[config.mk]
export PLATFORM = sky130hd
export DESIGN_NAME = periph_target_resp_adapter
export DESIGN_NICKNAME = d
export VERILOG_FILES = /design/src/rtl/periph_interco_pkg.sv /design/src/rtl/periph_id_fifo.sv /design/src/rtl/periph_target_resp_adapter.sv
export SDC_FILE = /design/constraint.sdc
export NUM_CORES = 1
export LEC_CHECK = 0
export ABC_AREA = 1
export CORE_MARGIN = 4
export CORE_UTILIZATION = 40
export DETAILED_ROUTE_END_ITERATION = 16
export PLACE_DENSITY = 0.88
export SLEW_MARGIN = 15
export SYNTH_ARGS = -nofsm -noshare
export SYNTH_HDL_FRONTEND = slang
export SYNTH_SLANG_ARGS = --single-unit
export TNS_END_PERCENT = 20
[constraint.sdc]
create_clock -name clk -period 2.5 [get_ports clk]
set_clock_uncertainty 0.05 [all_clocks]
set_input_delay 0.25 -clock clk [delete_from_list [all_inputs] [get_ports clk]]
set_output_delay 0.25 -clock clk [all_outputs]
set_load 0.02 [all_outputs]
[src/rtl/periph_interco_pkg.sv]
// Shared types and constants for the peripheral interconnect.
// Response bundle and protocol field widths.
package periph_interco_pkg;

  localparam int ATOP_WIDTH      = 6;
  localparam int MAX_OUTSTANDING = 4;
  localparam int RESP_DATA_W     = 32;
  localparam int RESP_ID_W       = 16;

  typedef struct packed {
    logic [RESP_DATA_W-1:0] rdata;
    logic                   opc;
    logic [RESP_ID_W-1:0]   id;
  } resp_t;

endpackage

[src/rtl/periph_id_fifo.sv]
// In-order ID queue for outstanding requests.
// Head is read combinationally; an empty FIFO never falls through.
module periph_id_fifo
  import periph_interco_pkg::*;
#(
  parameter int ID_WIDTH = 16,
  parameter int DEPTH    = MAX_OUTSTANDING,
  parameter int PW       = $clog2(DEPTH),
  parameter int CW       = $clog2(DEPTH) + 1
) (
  input  logic                clk,
  input  logic                rst_n,
  input  logic                push_i,
  input  logic [ID_WIDTH-1:0] push_id_i,
  input  logic                pop_i,
  output logic [ID_WIDTH-1:0] head_id_o,
  output logic                full_o,
  output logic                empty_o,
  output logic [CW-1:0]       count_o
);

  logic [ID_WIDTH-1:0] mem_q [DEPTH];
  logic [ID_WIDTH-1:0] mem_d [DEPTH];
  logic [PW-1:0]       wr_ptr_q, wr_ptr_d;
  logic [PW-1:0]       rd_ptr_q, rd_ptr_d;
  logic [CW-1:0]       count_q, count_d;
  logic                do_push;
  logic                do_pop;

  assign full_o    = (count_q == CW'(DEPTH));
  assign empty_o   = (count_q == '0);
  assign count_o   = count_q;
  assign head_id_o = mem_q[rd_ptr_q];

  assign do_push = push_i & ~full_o;
  assign do_pop  = pop_i & ~empty_o;

  always_comb begin
    mem_d    = mem_q;
    wr_ptr_d = wr_ptr_q;
    rd_ptr_d = rd_ptr_q;
    count_d  = count_q;
    if (do_push) begin
      mem_d[wr_ptr_q] = push_id_i;
      wr_ptr_d        = wr_ptr_q + 1'b1;
    end
    if (do_pop) begin
      rd_ptr_d = rd_ptr_q + 1'b1;
    end
    unique case ({do_push, do_pop})
      2'b10:   count_d = count_q + 1'b1;
      2'b01:   count_d = count_q - 1'b1;
      default: count_d = count_q;
    endcase
  end

  always_ff @(posedge clk) begin
    if (!rst_n) begin
      wr_ptr_q <= '0;
      rd_ptr_q <= '0;
      count_q  <= '0;
    end else begin
      wr_ptr_q <= wr_ptr_d;
      rd_ptr_q <= rd_ptr_d;
      count_q  <= count_d;
    end
  end

  // Storage needs no reset; validity is tracked by the count.
  always_ff @(posedge clk) begin
    mem_q <= mem_d;
  end

endmodule

[src/rtl/periph_target_resp_adapter.sv]
// Target-side request/response adapter for a peripheral port.
// Forwards requests, queues granted IDs, returns registered responses.
module periph_target_resp_adapter
  import periph_interco_pkg::*;
#(
  parameter int ADDR_WIDTH      = 32,
  parameter int ID_WIDTH        = RESP_ID_W,
  parameter int DATA_WIDTH      = RESP_DATA_W,
  parameter int BE_WIDTH        = DATA_WIDTH / 8,
  parameter int MAX_OUTSTANDING = periph_interco_pkg::MAX_OUTSTANDING
) (
  input  logic                  clk,
  input  logic                  rst_n,
  input  logic                  data_req_i,
  input  logic [ADDR_WIDTH-1:0] data_add_i,
  input  logic                  data_wen_i,
  input  logic [DATA_WIDTH-1:0] data_wdata_i,
  input  logic [BE_WIDTH-1:0]   data_be_i,
  input  logic [ATOP_WIDTH-1:0] data_atop_i,
  input  logic [ID_WIDTH-1:0]   data_ID_i,
  output logic                  data_gnt_o,
  output logic                  data_r_valid_o,
  output logic [DATA_WIDTH-1:0] data_r_rdata_o,
  output logic                  data_r_opc_o,
  output logic [ID_WIDTH-1:0]   data_r_ID_o,
  output logic                  per_req_o,
  output logic [ADDR_WIDTH-1:0] per_add_o,
  output logic                  per_wen_o,
  output logic [DATA_WIDTH-1:0] per_wdata_o,
  output logic [BE_WIDTH-1:0]   per_be_o,
  output logic [ATOP_WIDTH-1:0] per_atop_o,
  input  logic                  per_gnt_i,
  input  logic                  per_r_valid_i,
  input  logic [DATA_WIDTH-1:0] per_r_rdata_i,
  input  logic                  per_r_opc_i,
  output logic                  idle_o,
  output logic                  resp_err_o
);

  localparam int CW = $clog2(MAX_OUTSTANDING) + 1;

  logic                full;
  logic                empty;
  logic [CW-1:0]       count;
  logic [ID_WIDTH-1:0] head_id;
  logic                push;
  logic                pop;

  resp_t resp_q, resp_d;
  logic  valid_q, valid_d;
  logic  err_q, err_d;

  // Gating uses registered full, so a same-cycle pop cannot reopen it.
  assign per_req_o  = data_req_i & ~full;
  assign data_gnt_o = per_gnt_i & ~full;
  assign per_add_o   = data_add_i;
  assign per_wen_o   = data_wen_i;
  assign per_wdata_o = data_wdata_i;
  assign per_be_o    = data_be_i;
  assign per_atop_o  = data_atop_i;

  assign push = per_req_o & per_gnt_i;
  assign pop  = per_r_valid_i & ~empty;

  periph_id_fifo #(
    .ID_WIDTH (ID_WIDTH),
    .DEPTH    (MAX_OUTSTANDING)
  ) u_id_fifo (
    .clk       (clk),
    .rst_n     (rst_n),
    .push_i    (push),
    .push_id_i (data_ID_i),
    .pop_i     (pop),
    .head_id_o (head_id),
    .full_o    (full),
    .empty_o   (empty),
    .count_o   (count)
  );

  always_comb begin
    resp_d  = resp_q;
    valid_d = pop;
    err_d   = err_q | (per_r_valid_i & empty);
    if (pop) begin
      resp_d.rdata = per_r_rdata_i;
      resp_d.opc   = per_r_opc_i;
      resp_d.id    = head_id;
    end
  end

  always_ff @(posedge clk) begin
    if (!rst_n) begin
      resp_q  <= '0;
      valid_q <= 1'b0;
      err_q   <= 1'b0;
    end else begin
      resp_q  <= resp_d;
      valid_q <= valid_d;
      err_q   <= err_d;
    end
  end

  assign data_r_valid_o = valid_q;
  assign data_r_rdata_o = resp_q.rdata;
  assign data_r_opc_o   = resp_q.opc;
  assign data_r_ID_o    = resp_q.id;
  assign idle_o         = (count == '0);
  assign resp_err_o     = err_q;

endmodule
# After elaboration in Yosys (flattened, before gate mapping)
# Index checks and enable logic that the tools add are counted.
[word_totals]
ff_bits = 122
input_bits = 129
out_inout_bits = 129
elab_cells = 44
[op_classes]
add_sub_neg = 4
n_lt_le_gt_ge = 3
n_eq_ne = 3
n_mux = 7
bitwise_logic = 12
reduce_logical = 3
[op_table]
columns = ["cell", "n"]
rows = [
  ["64-bit bitwise mux", 1],
  ["16-bit two-way mux", 3],
  ["16-bit binary-select mux with 2-bit select", 1],
  ["16-bit demux with 2-bit select", 1],
  ["1-bit bitwise AND", 7],
  ["3-bit greater-or-equal comparator, second input constant", 2],
  ["2-bit NOT with 3-bit output", 2],
  ["3-bit one-hot mux with 2 select lines", 1],
  ["2-bit by 1-bit adder with 2-bit output, second input constant", 2],
  ["3-bit by 1-bit adder with 3-bit output, second input constant", 1],
  ["3-bit == test, second input constant", 1],
  ["3-bit logical NOT", 1],
  ["3-bit by 1-bit less-than comparator with 1-bit output, second input constant", 1],
  ["3-bit by 1-bit subtractor with 3-bit output, second input constant", 1],
  ["2-bit by 1-bit == test with 1-bit output, second input constant", 1],
  ["2-bit == test, second input constant", 1],
  ["1-bit NOT", 2],
  ["2-bit nonzero test", 1],
  ["1-bit logical AND", 1],
  ["1-bit OR", 1],
]

# Logic depth before layout (Yosys ltp)
# Gate-level depths: netlist of run 1.
[depth]
depth_word = 7
depth_mapped = 14
mapped_depth_nobuf = 13

# Hierarchy
# Synthesis of run 1 repeated with hierarchy kept, for this count alone.
[hier_totals]
hier_cells = 627
hier_area_um2 = 5606.6
[modules_own_cells]
columns = ["mod", "instances", "cells_per_inst", "area_per_inst_um2", "seq_area_each_um2"]
rows = [
  ["periph_id_fifo", 1, 221, 2864.0, 2062.0],
  ["periph_target_resp_adapter", 1, 406, 2742.6, 1021.0],
]

# Worst setup path after synthesis of run 1
# No wires, ideal clock.
[synth_path]
path_type = "register -> register"
start = "register u_id_fifo.count_q[1] (netlist: u_id_fifo.count_o[1])"
end = "register u_id_fifo.mem_q[0] (netlist bit) (enable)"
setup_time_ps = 389
arrival_time_ps = 1417
required_time_ps = 2061
setup_slack_ps = 644
path_stages_with_launch = 5
path_buffers = 0
synth_period_minus_slack_ps = 1856
cell_sequence = "dfxtp_1 > nor2_4 > nand2_1 > nand3_1 > nor2_1"
[synth_between]
elab_chain_len = 5
[synth_rtl]
columns = ["item", "line_no", "source"]
rows = [
  ["start, declared", "periph_id_fifo.sv:26", "logic [CW-1:0] count_q, count_d;"],
  ["start signal, assigned", "periph_id_fifo.sv:65", "count_q <= count_d;"],
  ["3-bit == test (*)", "periph_id_fifo.sv:30", "assign full_o = (count_q == CW'(DEPTH));"],
  ["1-bit NOT (*)", "periph_id_fifo.sv:35, periph_target_resp_adapter.sv:54", ""],
  ["1-bit bitwise AND", "periph_target_resp_adapter.sv:54", "assign per_req_o = data_req_i & ~full;"],
  ["1-bit bitwise AND", "periph_target_resp_adapter.sv:62", "assign push = per_req_o & per_gnt_i;"],
  ["1-bit bitwise AND (*)", "periph_id_fifo.sv:35", "assign do_push = push_i & ~full_o;"],
  ["end signal, assigned", "periph_id_fifo.sv:71", "mem_q <= mem_d;"],
  ["end, declared", "periph_id_fifo.sv:22", "logic [ID_WIDTH-1:0] mem_q [DEPTH];"],
]
# Mark *: on every way between the ends. The rest lies on a longest branch, timed or not.
# A chain may end at the register's enable or synchronous reset.

# Worst setup path in the final report of run 1
[layout_path]
start = "register u_id_fifo.count_q[1] (netlist: u_id_fifo.count_o[1])"
end = "output port data_gnt_o"
[layout_between]
elab_chain_len = 3
[layout_rtl]
columns = ["item", "line_no", "source"]
rows = [
  ["3-bit == test", "periph_id_fifo.sv:30", ""],
  ["1-bit NOT", "periph_target_resp_adapter.sv:55", "assign data_gnt_o = per_gnt_i & ~full;"],
  ["1-bit bitwise AND", "periph_target_resp_adapter.sv:55", ""],
  ["end, declared", "periph_target_resp_adapter.sv:21", "output logic data_gnt_o,"],
]
# Every way passes these cells.

==> flow_summary_export.csv, run 1 <==
group,metric,value,unit
grt,grt_pass1_wl,20470,um
sta,max_freq,0.5054,GHz
final_layout,fin_area,0.006843,mm2
grt,antenna_found_initial,0,
final_layout,utilization,0.4949,
power_and_ir_drop,finalPower,7427,uW
yosys,netlist_top_cells_count,"nand2_1 (125), nor2_1 (107), inv_1 (97), buf_4 (79), edfxtp_1 (64)",
cts,cts_resized,0,
min_path,min_to,"data_r_ID_o[5]",
detailed_routing,vias_per_cell,4.553,
floorplanning,dieWidth,126.5,um
yosys,synth.top_cell.area_share,0.3420,
detailed_routing,vias,3984,
floorplanning,io_pins,258,
sta,tightest_slew,815.6,ps
cts,clk_path_buf_depth,2,
yosys,yosys_warnings,0,
grt,gr-total-overflow,0,
cts,cts_hold_buf,0,
detailed_routing,wl,13470,um
sta,fin_crit_sh,0.7915,
power_and_ir_drop,p_per_area,1085,mW/mm2
worst_setup_path,cp.required,2200,ps
worst_setup_path,cp_cell_sequence,"nor2_4 -> a21boi_0 -> clkdlybuf4s50_1",
yosys,synth_ff_type,"edfxtp_1",
yosys,synth.most_common_cell,"nand2_1",
detailed_routing,routedWlPerCell,15.39,um
power_and_ir_drop,p_leak,0.002957,uW
final_layout,drive_above_1_share,0.07914,
detailed_routing,drc,0,
cts,cts_root_buf,"clkbuf_16",
cts,cts_made_buffers,17,
floorplanning,core,0.01383,mm2
min_path,hold_start,"rst_n",
min_path,min_path_type,"in2reg",
floorplanning,initial_utilization,0.4064,
yosys,synth_area_leaders,"edfxtp_1 (34%), dfxtp_1 (21%), buf_4 (11%)",
yosys,ys_ff_latch,122,
cts,clock-sinks,122,
grt,grt_pass1_vias,3876,
sta,finalHoldViolCount,0,
worst_setup_path,regToRegStartpoint,"u_id_fifo.count_o[0]",
cts,insertion_delay,400,ps
floorplanning,die_h,126.5,um
placed_design,hpwlAfterDp,9543,um
worst_setup_path,crit_path_max_fanout,4,
cts,cts_tree,"yes",
worst_setup_path,cpPeakStageDelay,630,ps
final_layout,nets,817,
final_layout,final_cells,875,
detailed_routing,ant_nets,0,
detailed_routing,first_pass_iters,4,
status,outcome,"complete, no violations",
run,drv_cap,0,
sta,rsz0062_at_grt,"false",
worst_setup_path,arrival,1680,ps
yosys,synth_top_area_cell,"edfxtp_1",
sta,maxSlewViolCount,0,
cts,clkTransAtPathRegs,60,ps
final_layout,area_growth,21.78,%
sta,fin_tns_setup,0,ps
placed_design,dpl-instance-area,0.006251,mm2
worst_setup_path,cp_slowest_cell,"clkdlybuf4s50_1",
yosys,synth.distinct_cells,25,
yosys,synth_edf_count,64,
grt,grt_max_degree,69,
sta,min_period,1979,ps
yosys,netlist_area,0.005619,mm2
yosys,synthCells,647,
worst_setup_path,critPathLaunchType,"flop",
placed_design,dp.cells,843,
final_layout,n_antenna_cell,0,
cts,postCtsSetupRepairBufs,0,
worst_setup_path,worst-r2r-cell-count,12,
placed_design,io_buffers,107,
worst_setup_path,r2r_end,"u_id_fifo.count_o[2]",
sta,setup_viol,0,
yosys,avgSynthCellArea,8.685,um2
worst_setup_path,criticalPathCategory,"reg2out",
worst_setup_path,rrSetupSlack,520,ps
floorplanning,rows,43,
detailed_routing,drtIter0Drc,198,
placed_design,gp_congestion,0.7702,
cts,cts_max_level,4,
min_path,hold_depth,3,
floorplanning,dieArea,0.01601,mm2
sta,max_slew_margin,0.4563,
yosys,yosysSeqAreaShare,0.5487,
power_and_ir_drop,peakVddDrop,0.5018,mV
yosys,synth_nets,782,
worst_setup_path,worstSetupEndpointType,"primary output",
yosys,async_flop_share,0,
grt,grt_usage,0.1675,
==> layout by cell type (no fill, tap or decap), drive strengths merged, types with 11 or more instances in the layout <==
master / instances
nand2: 128
nor2: 110
clkdlybuf4s50: 106
inv: 104
edfxtp: 64
dfxtp: 58
o21ai: 36
nand3: 35
clkbuf: 21
buf: 11
==> critical path: cells and delay by family, from the launching register on <==
kind	cells	cell delay (ps)
simple gates	1	70
buf+inv	1	630
compound gates	1	180
flops	1	400
==> logic make-up (layout without fill, tap and decap cells) <==
kind of cell             Yosys count  after routing  synth area share
AND/OR/NAND/NOR                  275            275            0.1977
buffers and inverters            202            250            0.1986
flip-flops                       122            122            0.5487
AO/OA/AOI/OAI                     42             42           0.04030
adder cells (fa/ha/maj)            6              6           0.01470
==> how the worst max path moves through the flow <==
stage                         startpoint                    to  slack, ps  depth (start not counted)
finish              u_id_fifo.count_o[1]            data_gnt_o        520                          3
global route        u_id_fifo.count_o[1]  u_id_fifo.count_o[2]        320                         12
CTS                 u_id_fifo.count_o[1]            data_gnt_o        500                          3
detailed placement            data_req_i  u_id_fifo.count_o[2]        370                         11
global placement              data_req_i  u_id_fifo.count_o[2]        440                         11
floorplan           u_id_fifo.count_o[1]    u_id_fifo.mem_q[0]        640                          4
==> report_power, final <==
group          switching [uW]  internal [uW]  leakage, uW
clock                     900           1490     0.000282
combinational            1400            986      0.00162
sequential                184           2470      0.00106
==> metrics by stage <==
step,hold slack [ps],setup slack [ps]
6_report,398.8,521.3
2_1_floorplan,298.9,644.3
3_3_place_gp,391.3,442.0
4_1_cts,388.8,504.1
5_1_grt,405.4,324.4
3_5_place_dp,392.6,374.8
==> registers in the layout, indices dropped and copies added (netlist names), 2 cells and up <==
register            flops
u_id_fifo.wr_ptr_q      2
u_id_fifo.rd_ptr_q      2
data_r_rdata_o         32
u_id_fifo.count_o       3
data_r_ID_o            16
u_id_fifo.mem_q        64
==> cell type report <==
type	instances	area [um2]
fill	1297	6984
multi-input combinational	323	1420
clock buffer	21	481.7
inverter	101	381.6
tap	180	225.2
clock inverter	11	110.1
timing repair buffer	117	1141
sequential	122	3083
==> routing by layer <==
layer | GRT usage | up-vias | wire length, um
met4 | 0.08076 | 0 | 472
met1 | 0.1723 | 1793 | 4948
li1 | - | 1983 | -
met3 | 0.07621 | 45 | 1181
met5 | 0 | - | 0
met2 | 0.2892 | 163 | 6865
Power figures use the tool's default switching activity.
==> inputs of run 2 (changes only) <==
==> constraint.sdc (replaced) <==
create_clock -name clk -period 2 [get_ports clk]
set_clock_uncertainty 0.05 [all_clocks]
set_input_delay 0.2 -clock clk [delete_from_list [all_inputs] [get_ports clk]]
set_output_delay 0.2 -clock clk [all_outputs]
set_load 0.02 [all_outputs]
==> flow_summary_export.csv, run 2 (synthesized netlist as in run 1, its figures left out) <==
group,metric,value,unit
placed_design,place_ws,17.05,ps
cts,clock-sinks,122,
min_path,min_path_type,"in2reg",
power_and_ir_drop,p_sw,3130,uW
floorplanning,initial_utilization,0.4064,
sta,rsz0062_at_grt,"true",
worst_setup_path,worst-r2r-cell-count,11,
worst_setup_path,arrival,1680,ps
worst_setup_path,critPathLaunchType,"flop",
power_and_ir_drop,p_clk_frac,0.307,
floorplanning,dieArea,0.01601,mm2
worst_setup_path,crit_buf_inv,1,
worst_setup_path,worstSetupEndpointType,"primary output",
worst_setup_path,cp.required,1750,ps
worst_setup_path,crit_path_max_fanout,4,
worst_setup_path,cpPeakStageDelay,630,ps
final_layout,layout_common_cells,"nand2_1 (125), nor2_1 (107), clkdlybuf4s50_1 (105), inv_1 (97), edfxtp_1 (64)",
placed_design,gp_congestion,0.8263,
placed_design,io_buffers,107,
cts,clk_path_buf_depth,2,
floorplanning,io_pins,258,
power_and_ir_drop,p_per_area,1329,mW/mm2
sta,tightest_slew,666.6,ps
cts,cts_max_level,4,
min_path,hold_depth,3,
grt,grt_pass1_wl,20270,um
sta,setup_viol,0,
final_layout,regMostFlops,"u_id_fifo.mem_q",
floorplanning,rows,43,
grt,grt_usage,0.1666,
cts,postCtsSetupRepairBufs,0,
sta,fin_tns_setup,0,ps
detailed_routing,ant_nets,0,
final_layout,n_antenna_cell,0,
grt,gr-total-overflow,0,
worst_setup_path,criticalPathCategory,"reg2out",
final_layout,largest_register_ffs,64,
sta,fin_crit_sh,0.9657,
grt,grt_pass1_vias,3882,
power_and_ir_drop,combinationalPowerShare,0.331,
final_layout,nets,821,
detailed_routing,routedWlPerCell,15.38,um
min_path,hold_start,"rst_n",
placed_design,hpwlAfterDp,9722,um
sta,finalHoldViolCount,0,
detailed_routing,drc,0,
cts,cts_root_buf,"clkbuf_16",
cts,cts_tree,"yes",
placed_design,dp.cells,847,
power_and_ir_drop,p_leak,0.002978,uW
power_and_ir_drop,p_int,6037,uW
final_layout,drive_above_1_share,0.08298,
min_path,min_to,"data_r_ID_o[5]",
detailed_routing,vias_per_cell,4.521,
worst_setup_path,cp_top_family,"buffers and inverters",
final_layout,final_common_cell,"nand2_1",
worst_setup_path,rrSetupSlack,140,ps
sta,max_freq,0.5177,GHz
floorplanning,dieWidth,126.5,um
final_layout,area_growth,22.71,%
detailed_routing,wl,13520,um
final_layout,filler_cell_count,1270,
detailed_routing,drtIter0Drc,196,
sta,maxSlewViolCount,0,
detailed_routing,vias,3974,
worst_setup_path,cp_slowest_cell,"clkdlybuf4s50_1",
floorplanning,die_h,126.5,um
power_and_ir_drop,peakVddDrop,0.5937,mV
detailed_routing,first_pass_iters,4,
run,drv_cap,0,
status,outcome,"complete, no violations",
cts,cts_made_buffers,17,
cts,insertion_delay,410,ps
final_layout,final_cells,879,
cts,clkTransAtPathRegs,60,ps
sta,min_period,1931,ps
grt,antenna_found_initial,0,
floorplanning,core,0.01383,mm2
sta,setup_slack,68.50,ps
worst_setup_path,regToRegStartpoint,"u_id_fifo.count_o[1]",
power_and_ir_drop,pwr-share-seq,0.362,
worst_setup_path,r2r_end,"u_id_fifo.count_o[2]",
worst_setup_path,cp_cell_sequence,"nor2_4 -> a21boi_0 -> clkdlybuf4s50_1",
sta,max_slew_margin,0.5556,
power_and_ir_drop,p_sw_frac,0.3415,
grt,grt_max_degree,69,
==> run 2: cell count changes in the layout (fill, tap and decap cells not counted), sizes merged <==
cell and delta:
buf +4, bufinv -1, clkdlybuf4s50 -1, dlymetal6s2s +1, inv +1
==> run 2: per-layer routing <==
layer | part of all wire | wire, um | track usage | vias up
li1 | - | - | - | 1990
met1 | 0.36 | 4869 | 0.1651 | 1778
met2 | 0.52 | 6973 | 0.2958 | 161
met3 | 0.086 | 1166 | 0.07326 | 45
met4 | 0.037 | 506 | 0.08202 | 0
met5 | 0 | 0 | 0 | -
==> run 2: how the worst max path moves through the flow <==
| stage | start | endpoint | slack (ps) | cells after the start |
|---|---|---|---|---|
| after global placement | per_r_valid_i | u_id_fifo.count_o[2] | 80 | 12 |
| after CTS | u_id_fifo.count_o[0] | idle_o | 50 | 4 |
| after global routing | u_id_fifo.count_o[1] | u_id_fifo.count_o[2] | -20 | 11 |
| final | u_id_fifo.count_o[1] | per_req_o | 70 | 3 |
| after detailed placement | per_r_valid_i | u_id_fifo.count_o[2] | 20 | 11 |
| after floorplan | u_id_fifo.count_o[1] | u_id_fifo.mem_q[0] | 140 | 4 |
==> run 2: metrics by stage <==
step / instance area, um2 / hold slack [ps] / util / total power (uW)
6_report: 6895 / 252.7 / 0.4987 / 9167
5_1_grt: 6895 / 268.1 / 0.4987 / 9715
4_1_cts: 6888 / 240.4 / 0.4981 / 9286
3_5_place_dp: 6331 / 350.1 / 0.4579 / 6439
3_3_place_gp: 6331 / 350.1 / 0.4579 / 6348
2_1_floorplan: 5619 / 248.9 / - / 5494
==> run 2: timing repair <==
| action | 4_1_cts | 5_1_grt |
|---|---|---|
| resized for setup | 0 | 2 |
| hold buffers | 0 | 0 |
| setup endpoints to repair | 0 | 1 |
==> run 2: worst min-delay path, cell delays in order <==
cell	delay, ps
buf_2	290
nand2_1	140
nor2_1	40
==> run 2: cell type report <==
class	instances	area, um2	area share
Tap cell	180	225.2	0.03266
Timing Repair Buffer	121	1224	0.1775
Inverter	101	381.6	0.05534
Clock inverter	11	85.08	0.01234
Multi-Input combinational cell	323	1425	0.2067
Sequential cell	122	3083	0.4471
Clock buffer	21	471.7	0.06841
==> run 2: power by group through the flow <==
stage	clock, uW	combinational, uW	sequential [uW]
after floorplan	0	1740	3760
after global routing	2980	3360	3370
after global placement	0	3000	3350
final	2820	3040	3310
after CTS	2880	3080	3320
after detailed placement	0	3070	3370
